===== src/rtl/uart_pkg.sv =====
// Shared definitions for the UART transmit feeder: byte width, default FIFO depth, FSM states.
package uart_pkg;

    localparam int UART_BYTE_W        = 8;
    localparam int FEED_DEPTH_DEFAULT = 16;

    typedef enum logic [1:0] {
        IDLE       = 2'd0,
        SEND_PULSE = 2'd1,
        WAIT_BUSY  = 2'd2,
        WAIT_DONE  = 2'd3
    } feed_state_e;

endpackage


===== src/rtl/uart_byte_fifo.sv =====
// Byte FIFO with occupancy counter; pointers wrap modulo DEPTH (power of two).
module uart_byte_fifo import uart_pkg::*; #(
    parameter int  DEPTH  = FEED_DEPTH_DEFAULT,
    localparam int ADDR_W = $clog2(DEPTH)
) (
    input  logic                   clk_i,
    input  logic                   rst_i,
    input  logic                   push_i,
    input  logic [UART_BYTE_W-1:0] data_i,
    input  logic                   pop_i,
    output logic [UART_BYTE_W-1:0] head_o,
    output logic                   full_o,
    output logic                   empty_o,
    output logic [ADDR_W:0]        count_o
);

    localparam logic [ADDR_W:0] FULL_COUNT = (ADDR_W+1)'(DEPTH);

    logic [UART_BYTE_W-1:0] mem_q [DEPTH];
    logic [ADDR_W-1:0]      wr_ptr_q, wr_ptr_d;
    logic [ADDR_W-1:0]      rd_ptr_q, rd_ptr_d;
    logic [ADDR_W:0]        count_q, count_d;
    logic                   push_ok;
    logic                   pop_ok;

    assign full_o  = (count_q == FULL_COUNT);
    assign empty_o = (count_q == '0);
    assign count_o = count_q;
    assign push_ok = push_i && !full_o;
    assign pop_ok  = pop_i && !empty_o;

    // Head is read combinationally so the feeder can latch it on the pop edge.
    assign head_o = mem_q[rd_ptr_q];

    always_comb begin
        wr_ptr_d = wr_ptr_q;
        rd_ptr_d = rd_ptr_q;
        count_d  = count_q;
        if (push_ok) begin
            wr_ptr_d = wr_ptr_q + 1'b1;
        end
        if (pop_ok) begin
            rd_ptr_d = rd_ptr_q + 1'b1;
        end
        case ({push_ok, pop_ok})
            2'b10:   count_d = count_q + 1'b1;
            2'b01:   count_d = count_q - 1'b1;
            default: count_d = count_q;
        endcase
    end

    always_ff @(posedge clk_i or posedge rst_i) begin
        if (rst_i) begin
            wr_ptr_q <= '0;
            rd_ptr_q <= '0;
            count_q  <= '0;
        end else begin
            wr_ptr_q <= wr_ptr_d;
            rd_ptr_q <= rd_ptr_d;
            count_q  <= count_d;
        end
    end

    always_ff @(posedge clk_i) begin
        if (push_ok) begin
            mem_q[wr_ptr_q] <= data_i;
        end
    end

endmodule


===== src/rtl/uart_tx_feeder.sv =====
// Drains a byte FIFO into a READY/SEND UART transmitter, one byte per READY cycle.
// Optional macro UART_FEED_DROP_CNT_EN adds a saturating 8-bit dropped-write counter.
module uart_tx_feeder import uart_pkg::*; #(
    parameter int  DEPTH  = FEED_DEPTH_DEFAULT,
    localparam int ADDR_W = $clog2(DEPTH)
) (
    input  logic                   CLK,
    input  logic                   RST,
    input  logic                   WR_EN,
    input  logic [UART_BYTE_W-1:0] WR_DATA,
    output logic                   FULL,
    output logic                   EMPTY,
    output logic [ADDR_W:0]        COUNT,
    output logic                   OVERFLOW,
    input  logic                   TX_READY,
    output logic                   TX_SEND,
    output logic [UART_BYTE_W-1:0] TX_DATA,
    output logic                   BUSY
`ifdef UART_FEED_DROP_CNT_EN
    ,
    output logic [7:0]             DROP_CNT
`endif
);

    feed_state_e            state_q, state_d;
    logic                   tx_send_q, tx_send_d;
    logic [UART_BYTE_W-1:0] tx_data_q, tx_data_d;
    logic                   overflow_q, overflow_d;
    logic                   fifo_pop;
    logic                   fifo_full;
    logic                   fifo_empty;
    logic [UART_BYTE_W-1:0] fifo_head;
    logic                   drop;

    uart_byte_fifo #(
        .DEPTH (DEPTH)
    ) u_fifo (
        .clk_i   (CLK),
        .rst_i   (RST),
        .push_i  (WR_EN),
        .data_i  (WR_DATA),
        .pop_i   (fifo_pop),
        .head_o  (fifo_head),
        .full_o  (fifo_full),
        .empty_o (fifo_empty),
        .count_o (COUNT)
    );

    // A write against a full FIFO is lost even if a pop frees a slot on the same edge.
    assign drop       = WR_EN && fifo_full;
    assign overflow_d = overflow_q || drop;

    always_comb begin
        state_d   = state_q;
        tx_send_d = 1'b0;
        tx_data_d = tx_data_q;
        fifo_pop  = 1'b0;
        case (state_q)
            IDLE: begin
                if (!fifo_empty && TX_READY) begin
                    fifo_pop  = 1'b1;
                    tx_data_d = fifo_head;
                    tx_send_d = 1'b1;
                    state_d   = SEND_PULSE;
                end
            end
            SEND_PULSE: state_d = WAIT_BUSY;
            WAIT_BUSY: begin
                if (!TX_READY) begin
                    state_d = WAIT_DONE;
                end
            end
            WAIT_DONE: begin
                if (TX_READY) begin
                    state_d = IDLE;
                end
            end
            default: state_d = IDLE;
        endcase
    end

    always_ff @(posedge CLK or posedge RST) begin
        if (RST) begin
            state_q    <= IDLE;
            tx_send_q  <= 1'b0;
            tx_data_q  <= '0;
            overflow_q <= 1'b0;
        end else begin
            state_q    <= state_d;
            tx_send_q  <= tx_send_d;
            tx_data_q  <= tx_data_d;
            overflow_q <= overflow_d;
        end
    end

`ifdef UART_FEED_DROP_CNT_EN
    logic [7:0] drop_cnt_q, drop_cnt_d;

    always_comb begin
        drop_cnt_d = drop_cnt_q;
        if (drop && (drop_cnt_q != 8'hFF)) begin
            drop_cnt_d = drop_cnt_q + 8'd1;
        end
    end

    always_ff @(posedge CLK or posedge RST) begin
        if (RST) begin
            drop_cnt_q <= 8'd0;
        end else begin
            drop_cnt_q <= drop_cnt_d;
        end
    end

    assign DROP_CNT = drop_cnt_q;
`endif

    assign FULL     = fifo_full;
    assign EMPTY    = fifo_empty;
    assign OVERFLOW = overflow_q;
    assign TX_SEND  = tx_send_q;
    assign TX_DATA  = tx_data_q;
    assign BUSY     = (state_q != IDLE) || !fifo_empty;

endmodule


===== config.mk =====
export PLATFORM = sky130hd
export DESIGN_NAME = uart_tx_feeder
export DESIGN_NICKNAME = d
export VERILOG_FILES = /design/src/rtl/uart_pkg.sv /design/src/rtl/uart_byte_fifo.sv /design/src/rtl/uart_tx_feeder.sv
export SDC_FILE = /design/constraint.sdc
export NUM_CORES = 1
export LEC_CHECK = 0
export CORE_MARGIN = 4
export CORE_UTILIZATION = 58
export CTS_BUF_LIST = sky130_fd_sc_hd__clkbuf_8
export CTS_CLUSTER_DIAMETER = 50
export CTS_CLUSTER_SIZE = 30
export DETAILED_ROUTE_END_ITERATION = 10
export HOLD_SLACK_MARGIN = 0.02
export PLACE_DENSITY_LB_ADDON = 0.25
export SYNTH_ARGS = -nofsm -noshare
export SYNTH_HDL_FRONTEND = slang
export SYNTH_HIERARCHICAL = 1
export SYNTH_SLANG_ARGS = --single-unit

===== constraint.sdc =====
create_clock -name CLK -period 9.25 [get_ports CLK]
set_input_delay 1.3875 -clock CLK [delete_from_list [all_inputs] [get_ports CLK]]
set_output_delay 1.3875 -clock CLK [all_outputs]
set_load 0.02 [all_outputs]

## Word level (Yosys, flattened, before mapping)

Memory sizes are Yosys's and may differ from the RTL's. A register that Yosys moved wholly into a read port is not among the register bits.
Cells that the tools add are included.
W data, S select, Z words.

- Add/sub/neg operators: 4
- Equal/unequal tests: 9
- Multiplexer cells: 9
- Reductions and logical operators: 14

Operator list:

| operator | number |
|---|---|
| $pmux W5 S2 | 1 |
| $add A4 B1 Y4 const B | 2 |
| $pmux W2 S4 | 1 |
| $eq A2 B2 Y1 const B | 3 |
| $mux W2 | 3 |
| $ne A2 B2 Y1 const B | 3 |
| $add A5 B1 Y5 const B | 1 |
| $eq A5 B5 Y1 const B | 1 |
| $logic_not A5 Y1 | 1 |
| $sub A5 B1 Y5 const B | 1 |
| $eq A2 B1 Y1 const B | 2 |
| $logic_and A1 B1 Y1 | 4 |
| $mux W1 | 4 |
| $reduce_bool A2 Y1 | 2 |
| $reduce_and A3 Y1 | 1 |
| $logic_not A1 Y1 | 2 |
| $logic_not A2 Y1 | 1 |
| $logic_or A1 B1 Y1 | 2 |
| $reduce_and A2 Y1 | 1 |

- Bits in registers: 17
- Bits in writable memories: 128
- Input port bits: 12
- Output and inout bits: 18
- Logic and storage cells: 43
- Memories: 1

Memories:

| memory | words | bits a word | read ports | clocked after Yosys merged registers in | write ports | RTL line | source |
|---|---|---|---|---|---|---|---|
| u_fifo.mem_q | 16 | 8 | 1 | 1 | 1 | uart_byte_fifo.sv:19 | `logic [UART_BYTE_W-1:0] mem_q [DEPTH];` |

## Logic depth before layout (Yosys ltp)

- Depth after elaboration: 8
- Gate-level depth with buffers: 15
- Depth with buffers taken out: 13

## By module

The synthesis kept the hierarchy.

By module, submodules not included:

| module | times used | cells each | area each (um^2) | seq. area each (um^2) |
|---|---|---|---|---|
| uart_byte_fifo | 1 | 333 | 5,796.8 | 4,169.0 |
| uart_tx_feeder | 1 | 39 | 554.3 | 300.3 |

## Worst setup path after synthesis

OpenSTA, ideal clock, no wires.

- Path type: input to register
- From: in TX_READY
- To: reg u_fifo.count_q[4], in the netlist u_fifo/count_o[4]
- Library setup time: 130 ps
- Arrival time: 3,354 ps
- Required time: 9,120 ps
- Path slack: 5,766 ps
- Cell stages on the path: 13
- Path buffers: 2
- Cells stage by stage: nand3b_1 buf_6 inv_1 nor2b_1 buf_6 ha_1 inv_1 fa_1 nor2b_1 o21ai_0 nand3_1 or3b_1 xnor2_1

- Word-level cells in the longest chain between the ends: 6
- Elaborated cells between the ends (all ways): 8
- Those cells by class: 2 x eq/ne; 3 x mux; 3 x reduce/logical

RTL lines:

| element | RTL line | source |
|---|---|---|
| start: declaration | uart_tx_feeder.sv:15 | `input logic TX_READY,` |
| $logic_and A1 B1 Y1 * | uart_tx_feeder.sv:60 | `if (!fifo_empty && TX_READY) begin` |
| $mux W1 * | uart_tx_feeder.sv:60 |  |
| $mux W1 * | uart_tx_feeder.sv:58 | `case (state_q)` |
| named net fifo_pop | uart_tx_feeder.sv:29 | `logic fifo_pop;` |
| $logic_and A1 B1 Y1 * | uart_byte_fifo.sv:30 | `assign pop_ok = pop_i && !empty_o;` |
| named net u_fifo.pop_ok | uart_byte_fifo.sv:24 | `logic pop_ok;` |
| $eq A2 B1 Y1 or $eq A2 B2 Y1 (tied branches) | uart_byte_fifo.sv:45 | `case ({push_ok, pop_ok})` |
| $pmux W5 S2 or $reduce_bool A2 Y1 (tied branches) | -- |  |
| end signal: assignment | uart_byte_fifo.sv:60 | `count_q <= count_d;` |
| end: declaration | uart_byte_fifo.sv:22 | `logic [ADDR_W:0] count_q, count_d;` |

The timed path passes the listed nets; every way through them passes the cells marked *.
A chain may end at the register's enable or synchronous reset.

## Worst setup path in the final report

- From: in TX_READY
- To: reg u_fifo.count_q[4], in the netlist u_fifo/count_o[4]

- Word-level cells in the longest chain between the ends: 6
- Elaborated cells between the ends (all ways): 8
- Those cells by class: 2 x eq/ne; 3 x mux; 3 x reduce/logical

RTL lines:

| element | RTL line |
|---|---|
| $logic_and A1 B1 Y1 * | uart_tx_feeder.sv:60 |
| $mux W1 * | uart_tx_feeder.sv:60 |
| $mux W1 * | uart_tx_feeder.sv:58 |
| named net fifo_pop | uart_tx_feeder.sv:29 |
| $logic_and A1 B1 Y1 * | uart_byte_fifo.sv:30 |
| $eq A2 B1 Y1 or $eq A2 B2 Y1 (tied branches) | uart_byte_fifo.sv:45 |
| $pmux W5 S2 or $reduce_bool A2 Y1 (tied branches) | -- |

Marks and branches as above.

==> summary.txt <==
STA
  • Setup TNS: 0 ns
  • Final worst-path cycle share: 45.7%
  • Final setup fails: 0
  • RSZ-0062 raised after global routing: no
  • Slew margin rel.: 13.0%
  • Final min period: 4.23 ns
  • Final hold violation count: 0
  • Final Max Slew Viols: 0
  • Clock Skew: 0.0127 ns
  • Measured slew at the worst slew-check pin: 1.29 ns
  • Fmax: 237 MHz

Floorplan
  • Die X: 113 um
  • Core area: 0.0105 mm^2
  • I/O Pins: 30
  • FP Rows: 37
  • Total die area: 0.0127 mm^2
  • Chip Height: 113 um
  • Initial core utilization: 60.4%

Synth
  • Top_reg_cell synth: edfxtp_1
  • YS warnings: 6
  • Mapped Cells: 372
  • Async S/R FF share, synth: 16.3%
  • Distinct cells, synth: 37
  • Post-synth EDFFs: 128
  • Post-Syn Area: 0.00635 mm^2
  • Flops & latches, synth: 153
  • Syn_area_per_cell: 17.1 um^2
  • Syn Nets: 397
  • Sequential fraction of the synthesis area: 70.4%

Critical path
  • CP Launch Type: input port
  • Crit path required time: 9.58 ns
  • Worst reg2reg setup slack: 5.69 ns
  • R2R depth: 13
  • R2r startpoint: u_fifo/count_o[0]$_DFFE_PP0P_
  • Critical path origin: TX_READY
  • Critical Path Fanout Max: 10
  • Crit path capture: u_fifo/count_o[4]$_DFFE_PP0P_
  • R2R Path End: u_fifo/count_o[4]$_DFFE_PP0P_
  • Critical Path End Type: flop
  • CP Class: in -> reg
  • Critical Path AT: 4.56 ns

Clock tree
  • CTS sink count: 153
  • Hold_buf cts: 0
  • Worst skew pair latency: 0.45 ns
  • CTS resizes: 0
  • CTS tree: done
  • Clk buf depth: 2
  • CTS Buf Count: 17
  • Clock root buffer: clkbuf_8
  • Worst-path clk slew: 0.08 ns
  • Post-CTS setup buffers: 0
  • H-tree Lvls: 4

Layout
  • Sequential cell area: 0.00447 mm^2
  • Share of layout cells above drive strength 1: 17.5%
  • P&R area growth vs syn: 12.5%
  • Antenna diode count: 0
  • Layout Nets: 430
  • Area of the multi-input gates: 0.00168 mm^2
  • Fill count: 718
  • Final std cells w/o fill: 554

Power
  • Leakage: 2.57 nW
  • Tot Pwr: 2.27 mW
  • Pwr per Cell Area: 318 mW/mm^2
  • Maximum VDD drop: 0.254 mV

Route
  • DR top layer: met4
  • First-pass DRT Iterations: 4
  • Final WL: 12000 um
  • Met1 wire length: 5150 um
  • Vias per inst: 5.84
  • Met3 routed WL: 725 um
  • Routed len/inst: 21.7 um
  • Post-route ant nets: 0
  • # DRC: 0
  • Length of routed met2 wiring: 6050 um
  • Via Count: 3234
  • Initial drt markers: 313

Status
  • Status: finished, final reports clean

Min path
  • Hold Path Class: reg -> reg

Placement
  • DP Cell Count: 522
  • IO buf count: 29
  • DPL Wire Length: 7560 um
  • Routability cong.: 0.788

GRT
  • Total GRT Usage: 20.6%
  • Global-route wire length before repair: 19300 um
  • Congestion Overflow GR: 0
  • Initial antenna violation count: 0
  • Largest net degree at the start of global routing: 52
  • Vias in the first global route: 3366

Flow run
  • Max-Cap Viols: 0
placed cells by master (no fill, tap or decap), types with 2 or more instances in the layout:
cell type	instances
a21o_1	2
a21oi_1	10
a221oi_1	8
a22oi_1	9
and2_1	2
buf_4	4
bufinv_16	4
clkbuf_8	17
clkdlybuf4s50_1	29
clkinv_4	2
clkinvlp_4	2
dfrtp_1	24
edfxtp_1	128
ha_1	12
inv_1	14
inv_6	4
inv_8	2
mux2_2	9
mux2_4	9
mux2i_1	25
mux4_2	16
nand2_1	19
nand2b_1	2
nand3_1	2
nor2_1	13
nor2b_1	3
nor3_1	5
o21ai_0	21
xnor2_1	7
xor2_1	3
worst min-delay path by stage:
stage / from / to / slack (ns) / depth (start not counted)
CTS: OVERFLOW$_DFF_PP0_ / OVERFLOW$_DFF_PP0_ / 0.50 / 1
finish: OVERFLOW$_DFF_PP0_ / OVERFLOW$_DFF_PP0_ / 0.49 / 1
global placement: OVERFLOW$_DFF_PP0_ / OVERFLOW$_DFF_PP0_ / 0.45 / 1
floorplan: state_q[1]$_DFFE_PP0P_ / state_q[1]$_DFFE_PP0P_ / 0.53 / 1
detailed placement: OVERFLOW$_DFF_PP0_ / OVERFLOW$_DFF_PP0_ / 0.47 / 1
global route: TX_DATA[0]$_DFFE_PP0P_ / TX_DATA[0]$_DFFE_PP0P_ / 0.53 / 1
power breakdown:
group | total (mW) | internal, mW | switching [mW]
Sequential | 0.960 | 0.862 | 0.0978
Combinational | 0.747 | 0.351 | 0.395
Clock | 0.563 | 0.301 | 0.262
Total | 2.27 | 1.51 | 0.755
worst max-delay path, stage by stage:
cell and delay (ns):
clkdlybuf4s50_1 0.54, nand3b_1 0.44, inv_1 0.18, nor2b_1 0.39, ha_1 0.31, inv_1 0.10
fa_1 0.42, nor2b_1 0.12, o21ai_0 0.10, nand3_1 0.09, or3b_1 0.35, xnor2_1 0.13
synth_stat cells, drive strengths merged (2+ instances only):
master / n / area [um^2]
a21o: 2 / 15.0
a21oi: 10 / 50.1
a221oi: 8 / 70.1
a22oi: 9 / 67.6
and2: 2 / 12.5
buf: 15 / 134
clkbuf: 4 / 15.0
dfrtp: 25 / 626
edfxtp: 128 / 3840
ha: 12 / 150
inv: 14 / 52.6
mux2: 18 / 236
mux2i: 25 / 250
mux4: 16 / 360
nand2: 20 / 82.6
nand2b: 2 / 12.5
nand3: 2 / 10.0
nor2: 13 / 48.8
nor2b: 3 / 18.8
nor3: 5 / 25.0
o21ai: 21 / 105
xnor2: 7 / 61.3
xor2: 3 / 26.3
flip-flops by register name, indices dropped and copies added (netlist names):
register / count
u_fifo/rd_ptr_q: 4
TX_SEND: 1
state_q: 2
u_fifo/count_o: 5
TX_DATA: 8
OVERFLOW: 1
u_fifo/mem_q: 128
u_fifo/wr_ptr_q: 4
layout make-up:
type / count / area share (%)
timing repair buffer: 33 / 4.48
sequential: 153 / 62.6
clock buffer: 17 / 3.28
clock inverter: 15 / 3.01
multi-input combinational: 186 / 23.5
inverter: 14 / 0.736
tap: 136 / 2.38
stage by stage:
stage               util [%]  worst slack, ns  area, um^2  hold WS [ns]
global placement        63.7             4.63        6690         0.455
global route            68.0             4.85        7140         0.533
finish                  68.0             5.02        7140         0.491
detailed placement      63.7             4.57        6690         0.471
CTS                     68.0             5.04        7140         0.495
floorplan                  -             5.77        6350         0.533
kinds of logic after synthesis:
group / Yosys count / share of synthesized area (%)
DFF: 153 / 70.4
muxes: 59 / 13.3
AOI/OAI and AO/OA: 52 / 5.08
and+or+nand+nor: 52 / 3.98
buffers and inverters: 33 / 3.17
adders and majority gates: 13 / 2.68
xor gates and xnor gates: 10 / 1.38
routing by layer:
metal,up-vias,global-route usage [%]
met2,102,32.8
met4,0,5.53
met3,9,5.23
met1,1634,28.8
li1,1489,-
met5,-,0
Power figures use the tool's default switching activity.
